**src/rtl/apb_master_bridge.sv**
```systemverilog
`timescale 1ns/1ps
// apb_master_bridge
// APB3 initiator. Turns a valid/ready command from a local requester into one
// APB SETUP/ACCESS transfer and returns read data and error status through a
// single-entry valid/ready response slot. A programmable wait-state timeout
// aborts transfers to a slave that never raises pready.
module apb_master_bridge #(
    parameter int unsigned ADDR_WIDTH     = 32,
    parameter int unsigned DATA_WIDTH     = 32,
    parameter int unsigned TIMEOUT_CYCLES = 256,
    parameter int unsigned CNT_WIDTH      = 16
) (
    input  logic                  i_clk,
    input  logic                  i_reset_n,
    // command channel
    input  logic                  i_cmd_valid,
    output logic                  o_cmd_ready,
    input  logic                  i_cmd_write,
    input  logic [ADDR_WIDTH-1:0] i_cmd_addr,
    input  logic [DATA_WIDTH-1:0] i_cmd_wdata,
    // response channel
    output logic                  o_rsp_valid,
    input  logic                  i_rsp_ready,
    output logic [DATA_WIDTH-1:0] o_rsp_rdata,
    output logic                  o_rsp_err,
    output logic                  o_rsp_timeout,
    // APB initiator port
    output logic                  o_psel,
    output logic                  o_penable,
    output logic                  o_pwrite,
    output logic [ADDR_WIDTH-1:0] o_paddr,
    output logic [DATA_WIDTH-1:0] o_pwdata,
    input  logic                  i_pready,
    input  logic [DATA_WIDTH-1:0] i_prdata,
    input  logic                  i_pslverr
);

    // Transfer phase encodings
    localparam logic [1:0] ST_IDLE   = 2'd0;
    localparam logic [1:0] ST_SETUP  = 2'd1;
    localparam logic [1:0] ST_ACCESS = 2'd2;

    // A zero TIMEOUT_CYCLES turns the abort path off entirely
    localparam logic                 TIMEOUT_EN = (TIMEOUT_CYCLES != 0);
    localparam logic [CNT_WIDTH-1:0] CNT_LAST   = CNT_WIDTH'(TIMEOUT_CYCLES - 1);
    localparam logic [CNT_WIDTH-1:0] CNT_ONE    = CNT_WIDTH'(1);

    logic [1:0]           state_q;
    logic [1:0]           state_d;
    logic [CNT_WIDTH-1:0] wait_cnt_q;

    logic cmd_fire;
    logic in_access;
    logic access_done;
    logic access_abort;
    logic rsp_fire;

    // Ready is a pure decode of registered state, never a path from i_cmd_valid
    assign o_cmd_ready = (state_q == ST_IDLE) && !o_rsp_valid;
    assign cmd_fire    = i_cmd_valid && o_cmd_ready;
    assign rsp_fire    = o_rsp_valid && i_rsp_ready;

    assign in_access   = (state_q == ST_ACCESS);
    // pready in the abort cycle takes priority, so the abort term excludes it
    assign access_done  = in_access && i_pready;
    assign access_abort = in_access && !i_pready && TIMEOUT_EN && (wait_cnt_q == CNT_LAST);

    // psel/penable decode straight from the state register so an async reset
    // drops them without waiting for a clock edge
    assign o_psel    = (state_q == ST_SETUP) || (state_q == ST_ACCESS);
    assign o_penable = in_access;

    // Next-state selection for the SETUP/ACCESS sequence
    always_comb begin
        state_d = state_q;
        case (state_q)
            ST_IDLE: begin
                if (cmd_fire) begin
                    state_d = ST_SETUP;
                end
            end
            ST_SETUP: begin
                state_d = ST_ACCESS;
            end
            ST_ACCESS: begin
                if (access_done || access_abort) begin
                    state_d = ST_IDLE;
                end
            end
            default: begin
                state_d = ST_IDLE;
            end
        endcase
    end

    // State register
    always_ff @(posedge i_clk or negedge i_reset_n) begin
        if (!i_reset_n) begin
            state_q <= ST_IDLE;
        end else begin
            state_q <= state_d;
        end
    end

    // Wait-state counter: cleared entering SETUP, counts ACCESS cycles without pready
    always_ff @(posedge i_clk or negedge i_reset_n) begin
        if (!i_reset_n) begin
            wait_cnt_q <= '0;
        end else if (cmd_fire) begin
            wait_cnt_q <= '0;
        end else if (in_access && !i_pready && !access_abort) begin
            wait_cnt_q <= wait_cnt_q + CNT_ONE;
        end
    end

    // Address/direction/data captured at the command handshake and held until the next one
    always_ff @(posedge i_clk or negedge i_reset_n) begin
        if (!i_reset_n) begin
            o_pwrite <= 1'b0;
            o_paddr  <= '0;
            o_pwdata <= '0;
        end else if (cmd_fire) begin
            o_pwrite <= i_cmd_write;
            o_paddr  <= i_cmd_addr;
            o_pwdata <= i_cmd_write ? i_cmd_wdata : '0;
        end
    end

    // Single-entry response slot: filled on completion or abort, emptied on handshake
    always_ff @(posedge i_clk or negedge i_reset_n) begin
        if (!i_reset_n) begin
            o_rsp_valid   <= 1'b0;
            o_rsp_rdata   <= '0;
            o_rsp_err     <= 1'b0;
            o_rsp_timeout <= 1'b0;
        end else if (access_done) begin
            o_rsp_valid   <= 1'b1;
            o_rsp_rdata   <= o_pwrite ? '0 : i_prdata;
            o_rsp_err     <= i_pslverr;
            o_rsp_timeout <= 1'b0;
        end else if (access_abort) begin
            o_rsp_valid   <= 1'b1;
            o_rsp_rdata   <= '0;
            o_rsp_err     <= 1'b1;
            o_rsp_timeout <= 1'b1;
        end else if (rsp_fire) begin
            o_rsp_valid   <= 1'b0;
        end
    end

endmodule

```
**config.mk**
```make
export PLATFORM = sky130hd
export DESIGN_NAME = apb_master_bridge
export DESIGN_NICKNAME = d
export VERILOG_FILES = /design/src/rtl/apb_master_bridge.sv
export SDC_FILE = /design/constraint.sdc
export NUM_CORES = 1
export LEC_CHECK = 0
export ABC_CLOCK_PERIOD_IN_PS = 2500
export BUFFER_PORTS_ARGS = -buffer_cell sky130_fd_sc_hd__buf_2
export CAP_MARGIN = 0
export CORE_ASPECT_RATIO = 0.9
export CORE_UTILIZATION = 40
export DETAILED_ROUTE_END_ITERATION = 8
export PLACE_DENSITY = 0.66
export SLEW_MARGIN = 20
export SYNTH_ARGS = -nofsm -noshare
export SYNTH_HDL_FRONTEND = slang
export SYNTH_SLANG_ARGS = --single-unit
```
**constraint.sdc**
```tcl
create_clock -name i_clk -period 2.5 [get_ports i_clk]
set_input_delay 0.5 -clock i_clk [delete_from_list [all_inputs] [get_ports i_clk]]
set_output_delay 0.5 -clock i_clk [all_outputs]
set_load 0.1 [all_outputs]
```
==> impl_metrics.toml, run 1 <==
[clock_network]
hold_buffers = 0
clk_latency_ps = 410
cts.reportedPaths.clkPinSlew_ps = 50
numCtsBuffers = 17
clock_sinks = 118
cts_setup_buffers = 0
cts_buffer_depth = 2
cts_tree = "yes"
clock-root-buffer = "clkbuf_16"
ctsHtreeMaxLevel = 4
cts_resized = 0

[place]
io_buffers = 205
hpwl_mm = 7.83
gp_congestion = 0.834

[global_routing]
grt_pass1_wl_mm = 18.5
antenna_found_initial = 0
grt_use_total_pct = 19.7
grt_overflow = 0
grt_pass1_vias = 4057
grt_max_degree = 65

[sta]
fin_crit_ps = 2200
tns_ps = 0
finalClockSkew_ps = 7.46
rsz0062_at_grt = "false"
finalMaxSlewViolations = 0
setup_violations = 0
relSlewSlack_pct = 56.8
max_freq_mhz = 454
finalCritPeriodShare_pct = 88.0
final_hold_viol_count = 0
worst_slew_pin_slew_ps = 648

[synthesis]
synthCells = 471
synth_top_area_cell = "dfrtp_1"
synthAdderAreaFrac_pct = 1.32
synth_xor_area_share_pct = 1.85
synthSimpleGateAreaFrac_pct = 22.2
synth_top_family_by_area = "simple AND/OR/NAND/NOR gates"
syn-cell-area_um2 = 4730
synthTopCellsByArea = "dfrtp_1 62%, nand2_1 14%, a22o_1 5.9%"
ys_types = 35
synth_compound_area_share_pct = 8.62
seq_area_frac_synth_pct = 62.4
synth.avg_cell_area_um2 = 10.0
yosys_warnings = 0
syn_nets = 579
synth_seq_cells = 118
synth_mux_area_share_pct = 0.476
yosysTopAreaCellShare_pct = 62.4

[routing]
drt-total-wl_mm = 11.4
wl_per_cell_um = 13.6
drt_iter0_drc = 213
drc = 0
via_per_inst = 4.84
detail-route-antenna-nets = 0
dr.pass1.iters = 4
vias = 4071

[setup_path]
worstSetupPathType = "reg2out"
reg2reg_from = "wait_cnt_q[9]"
worstSetupEndpointType = "output port"
reg2reg_depth = 5
cp_max_fo = 3
critPathLaunchType = "flip-flop"
r2r_slack_ps = 390
worstReg2RegEnd = "o_rsp_rdata[3]"
worst_ep_arrival_time_ps = 1700
crit_required_ps = 2000

[run_status]
outcome = "finished, final reports clean"

[hold_path]
hp-class = "in2async"

[cells_and_area]
multi_input_area_um2 = 1650
area_delta_synth_final_pct = 37.7
seqCellArea_um2 = 2950
fill_cells = 1013
nNetsFinal = 782
final_layout_size_suffix_gt1_share_pct = 37.1
n_antenna_cell = 0

[floorplanning]
start_util_pct = 41.2
io_pins = 206
core_area_um2 = 11500
placementRows = 37
fp.dieArea_um2 = 12300
fp.dieH_um = 105
die_x_um = 117

[job]
drv_cap = 0
-- synth_stat cells --
library cell,n
nand2_2,1
and2_1,1
nor2b_1,2
or3_1,3
buf_1,5
xnor2_1,10
buf_6,2
nand3_1,33
o211ai_1,1
buf_2,4
inv_1,5
buf_4,1
clkbuf_1,17
a31o_2,1
nand2_1,173
o21ai_0,4
and4_4,1
a21o_1,1
dfrtp_1,118
and3_1,2
o41ai_1,1
nand4_1,8
nor3_1,3
a21o_2,1
mux2_2,2
and4_1,1
ha_1,5
and3_2,1
nor2_1,14
a31oi_1,1
or4_1,1
nor4_1,3
a22o_1,32
a21oi_1,12
nand2b_1,1
-- cells in the final DEF (no fill, tap or decap), types with 2 or more instances in the layout --
master,n
buf_2,204
nand2_1,172
dfrtp_1,117
nand3_1,33
a22o_1,32
clkbuf_16,17
nor2_1,13
a21oi_1,12
xnor2_1,10
nand4_1,8
buf_4,6
inv_1,5
clkinv_2,5
o21ai_0,4
ha_1,4
nor3_1,3
nor4_1,3
or3_1,3
bufinv_16,3
buf_12,3
nand2_2,2
mux2_2,2
and3_1,2
clkbuf_1,2
-- cell type report --
cell class	count	share of cell area, %
Sequential cell	118	45.3
Multi-Input combinational cell	319	25.2
Timing Repair Buffer	213	17.3
Clock buffer	20	6.85
Tap cell	156	2.99
Clock inverter	10	2.02
Inverter	5	0.288
-- sequential cells by signal, indices dropped and copies added, names as in the netlist --
| register | cells |
|---|---|
| o_paddr | 32 |
| o_pwdata | 32 |
| o_rsp_rdata | 32 |
| wait_cnt_q | 16 |
| state_q | 2 |
| o_pwrite | 1 |
| o_rsp_err | 1 |
| o_rsp_timeout | 1 |
| o_rsp_valid | 1 |
-- cells by family after synthesis --
group,after synthesis
AO/OA/AOI/OAI,54
XOR/XNOR,10
adder cells (fa/ha/maj),5
buffers and inverters,34
flip-flops,118
multiplexers,2
AND/OR/NAND/NOR,248
-- worst max path at each step --
| stage | start | to | slack [ps] | cells past startpoint |
|---|---|---|---|---|
| global route | state_q[0] | o_cmd_ready | 200 | 4 |
| global placement | wait_cnt_q[2] | o_rsp_rdata[13] | 560 | 5 |
| finish | state_q[0] | o_cmd_ready | 300 | 4 |
| detailed placement | wait_cnt_q[2] | o_rsp_rdata[6] | 470 | 5 |
| CTS | state_q[0] | o_cmd_ready | 260 | 4 |
| floorplan | state_q[0] | wait_cnt_q[14] | 160 | 7 |
-- worst max-delay path: stages, from the launching register on --
cell     delay, ps
dfrtp_1        400
inv_1          110
ha_1           180
nor2b_4        170
buf_2          440
-- per-layer routing --
layer	up-vias	GRT usage, %	wire, um
li1	1973	-	-
met1	1894	22.9	4910
met2	184	30.6	5120
met3	20	8.35	1120
met4	0	10.4	263
met5	-	0	0
-- per-stage QoR --
| step | util (%) | setup slack (ps) | cell area (um^2) | hold WS (ps) | std cells |
|---|---|---|---|---|---|
| after floorplan | - | 158 | 4740 | 204 | 471 |
| after global placement | 51.7 | 558 | 5940 | 445 | 811 |
| after detailed placement | 51.7 | 470 | 5940 | 451 | 811 |
| after CTS | 56.8 | 263 | 6520 | 110 | 841 |
| after global routing | 56.8 | 205 | 6520 | 138 | 841 |
| final | 56.8 | 299 | 6520 | 98.6 | 841 |
Power of run 1 is not shown: default switching activity piles up to over one toggle a cycle in this logic, so the estimate is an artifact.
==> run 2, diff against run 1 <==
Settings changed: ABC_AREA from default to 1, PLACE_DENSITY 0.66 to 0.65.
==> run 2 against run 1 <==
Flip-flop and latch count is the same. Final cell count grew 16%. Die area grew 5.6%. First-iteration DRC count is 8.5% higher. Count of clock-buffer cells in the layout is the same. Wire length is 11% higher. Non-clock buffer count is 1 lower. Via count is 12% higher. Cell area up 4.0%. Clock skew barely moved. Critical path depth grew 1. Synthesized cell count is 27% higher. Critical endpoint unchanged.
==> impl_metrics.toml, run 2 <==
[synthesis]
synthCells = 600
syn_nets = 708
ys_types = 25
synthTopCellsByArea = "dfrtp_1 59%, nand2_1 25%, o21ai_0 3.4%"
syn-cell-area_um2 = 5000
synth_most_common_cell = "nand2_1"
yosys_warnings = 0
seq_area_frac_synth_pct = 59.0
synth_top_area_cell = "dfrtp_1"
synthFlopType = "dfrtp_1"
yosysTopAreaCellShare_pct = 59.0
synth_edf_count = 0
async_flop_share_pct = 100
synth.avg_cell_area_um2 = 8.34
synth_commonest_cells = "328 x nand2_1, 118 x dfrtp_1, 34 x o21ai_0"
synth_seq_cells = 118

[sta]
worst_slew_pin_slew_ps = 692
relSlewSlack_pct = 53.9
tns_ps = 0
rsz0062_at_grt = "false"
finalMaxSlewViolations = 0
final_hold_viol_count = 0
setup_violations = 0
finalCritPeriodShare_pct = 87.7
fin_crit_ps = 2190
finalClockSkew_ps = 7.08
setup_ws_ps = 307
max_freq_mhz = 456

[routing]
vias = 4561
wl_per_cell_um = 13.0
drt_iter0_drc = 231
dr.pass1.iters = 4
drt-total-wl_mm = 12.6
detail-route-antenna-nets = 0
drc = 0
via_per_inst = 4.68

[setup_path]
reg2reg_from = "state_q[0]"
r2r_slack_ps = 620
cp_slowest_cell = "buf_2"
worstSetupPathType = "reg2out"
crit_required_ps = 2000
cp-endpoint = "o_cmd_ready"
crit_path_start = "state_q[0]"
worstReg2RegEnd = "wait_cnt_q[10]"
worstSetupEndpointType = "output port"
crit_path_frequent_cell = "inv_1"
reg2reg_depth = 8
cp_max_fo = 3
worst_path_dominant_cell_family = "buffers and inverters"
cp.depth = 5
worst_path_largest_cell_delay_ps = 440
crit_buf_inv = 3
critPathLaunchType = "flip-flop"
worst_ep_arrival_time_ps = 1690
cp_cell_sequence = "inv_1 -> ha_1 -> inv_1 -> nor2_4 -> buf_2"

[cells_and_area]
nNetsFinal = 912
top_regs = "o_paddr x32, o_pwdata x32, o_rsp_rdata x32"
final_cells = 975
final_layout_size_suffix_gt1_share_pct = 31.0
most-common-layout-cells = "327 x nand2_1, 204 x buf_2, 118 x dfrtp_1"
layout_commonest_cell = "nand2_1"
n_antenna_cell = 0
fill_cells = 1155
area_delta_synth_final_pct = 35.5

[place]
gp_congestion = 0.838
hpwl_mm = 9.00
io_buffers = 205
post-place-cells = 945
place_ws_ps = 591

[hold_path]
hp-class = "in2async"

[clock_network]
clk_latency_ps = 400
hold_buffers = 0
clock_sinks = 118
ctsHtreeMaxLevel = 4
cts_buffer_depth = 2
cts.reportedPaths.clkPinSlew_ps = 50
clock-root-buffer = "clkbuf_16"
cts_tree = "yes"
numCtsBuffers = 17
cts_setup_buffers = 0
cts_resized = 0

[global_routing]
grt_max_degree = 78
grt_pass1_vias = 4446
grt_use_total_pct = 21.0
grt_overflow = 0
antenna_found_initial = 0
grt_pass1_wl_mm = 21.2

[floorplanning]
start_util_pct = 41.3
fp.dieH_um = 108
die_x_um = 120
io_pins = 206
placementRows = 38
fp.dieArea_um2 = 13000
core_area_um2 = 12100

[run_status]
outcome = "finished, final reports clean"

[job]
drv_cap = 0
==> run 2: metrics by stage <==
stage,util [%],area (um^2),hold WS [ps]
2_1_floorplan,-,5010,204
3_3_place_gp,51.2,6200,450
3_5_place_dp,51.2,6200,454
4_1_cts,55.9,6780,71.8
5_1_grt,55.9,6780,90.4
6_report,55.9,6780,65.9
==> run 2: metal layers <==
metal  wire [um]  GRT usage (%)  vias to the layer above
li1            -              -                     2277
met1        5350           25.9                     2132
met2        6190           34.4                      148
met3        1020           7.44                        4
met4          74           6.43                        0
met5           0              0                        -
==> run 2: worst min path at each step <==
stage / to / slack [ps] / cells past startpoint
after floorplan: o_paddr[0] / 200 / 0
after CTS: o_pwdata[4] / 70 / 1
final: o_pwdata[4] / 70 / 1
after global placement: o_rsp_rdata[3] / 450 / 2
after global routing: o_pwdata[4] / 90 / 1
after detailed placement: o_rsp_rdata[19] / 450 / 2
==> run 2: cell type report <==
class / instances / area (um^2) / share of cell area [%]
Clock inverter: 10 / 131 / 1.94
Tap cell: 160 / 200 / 2.95
Sequential cell: 118 / 2950 / 43.6
Inverter: 16 / 61.3 / 0.904
Multi-Input combinational cell: 439 / 1880 / 27.8
Clock buffer: 20 / 447 / 6.59
Timing Repair Buffer: 212 / 1110 / 16.3
==> run 2: kinds of logic after synthesis <==
logic type	Yosys count	share of synthesized area, %
xor+xnor	5	0.875
simple gates	388	30.7
compound gates	41	4.43
fa+ha+maj	5	1.25
buf+inv	43	3.73
flops	118	59.0
==> run 2: worst register-to-register path, delay by kind of cell (launching register included) <==
kind,cells,cell delay (ps)
flip-flops,1,390
AND/OR/NAND/NOR,3,460
buffers and inverters,3,240
adder cells (fa/ha/maj),1,200
AO/OA/AOI/OAI,1,520
Power of run 2 is left out for the same reason.
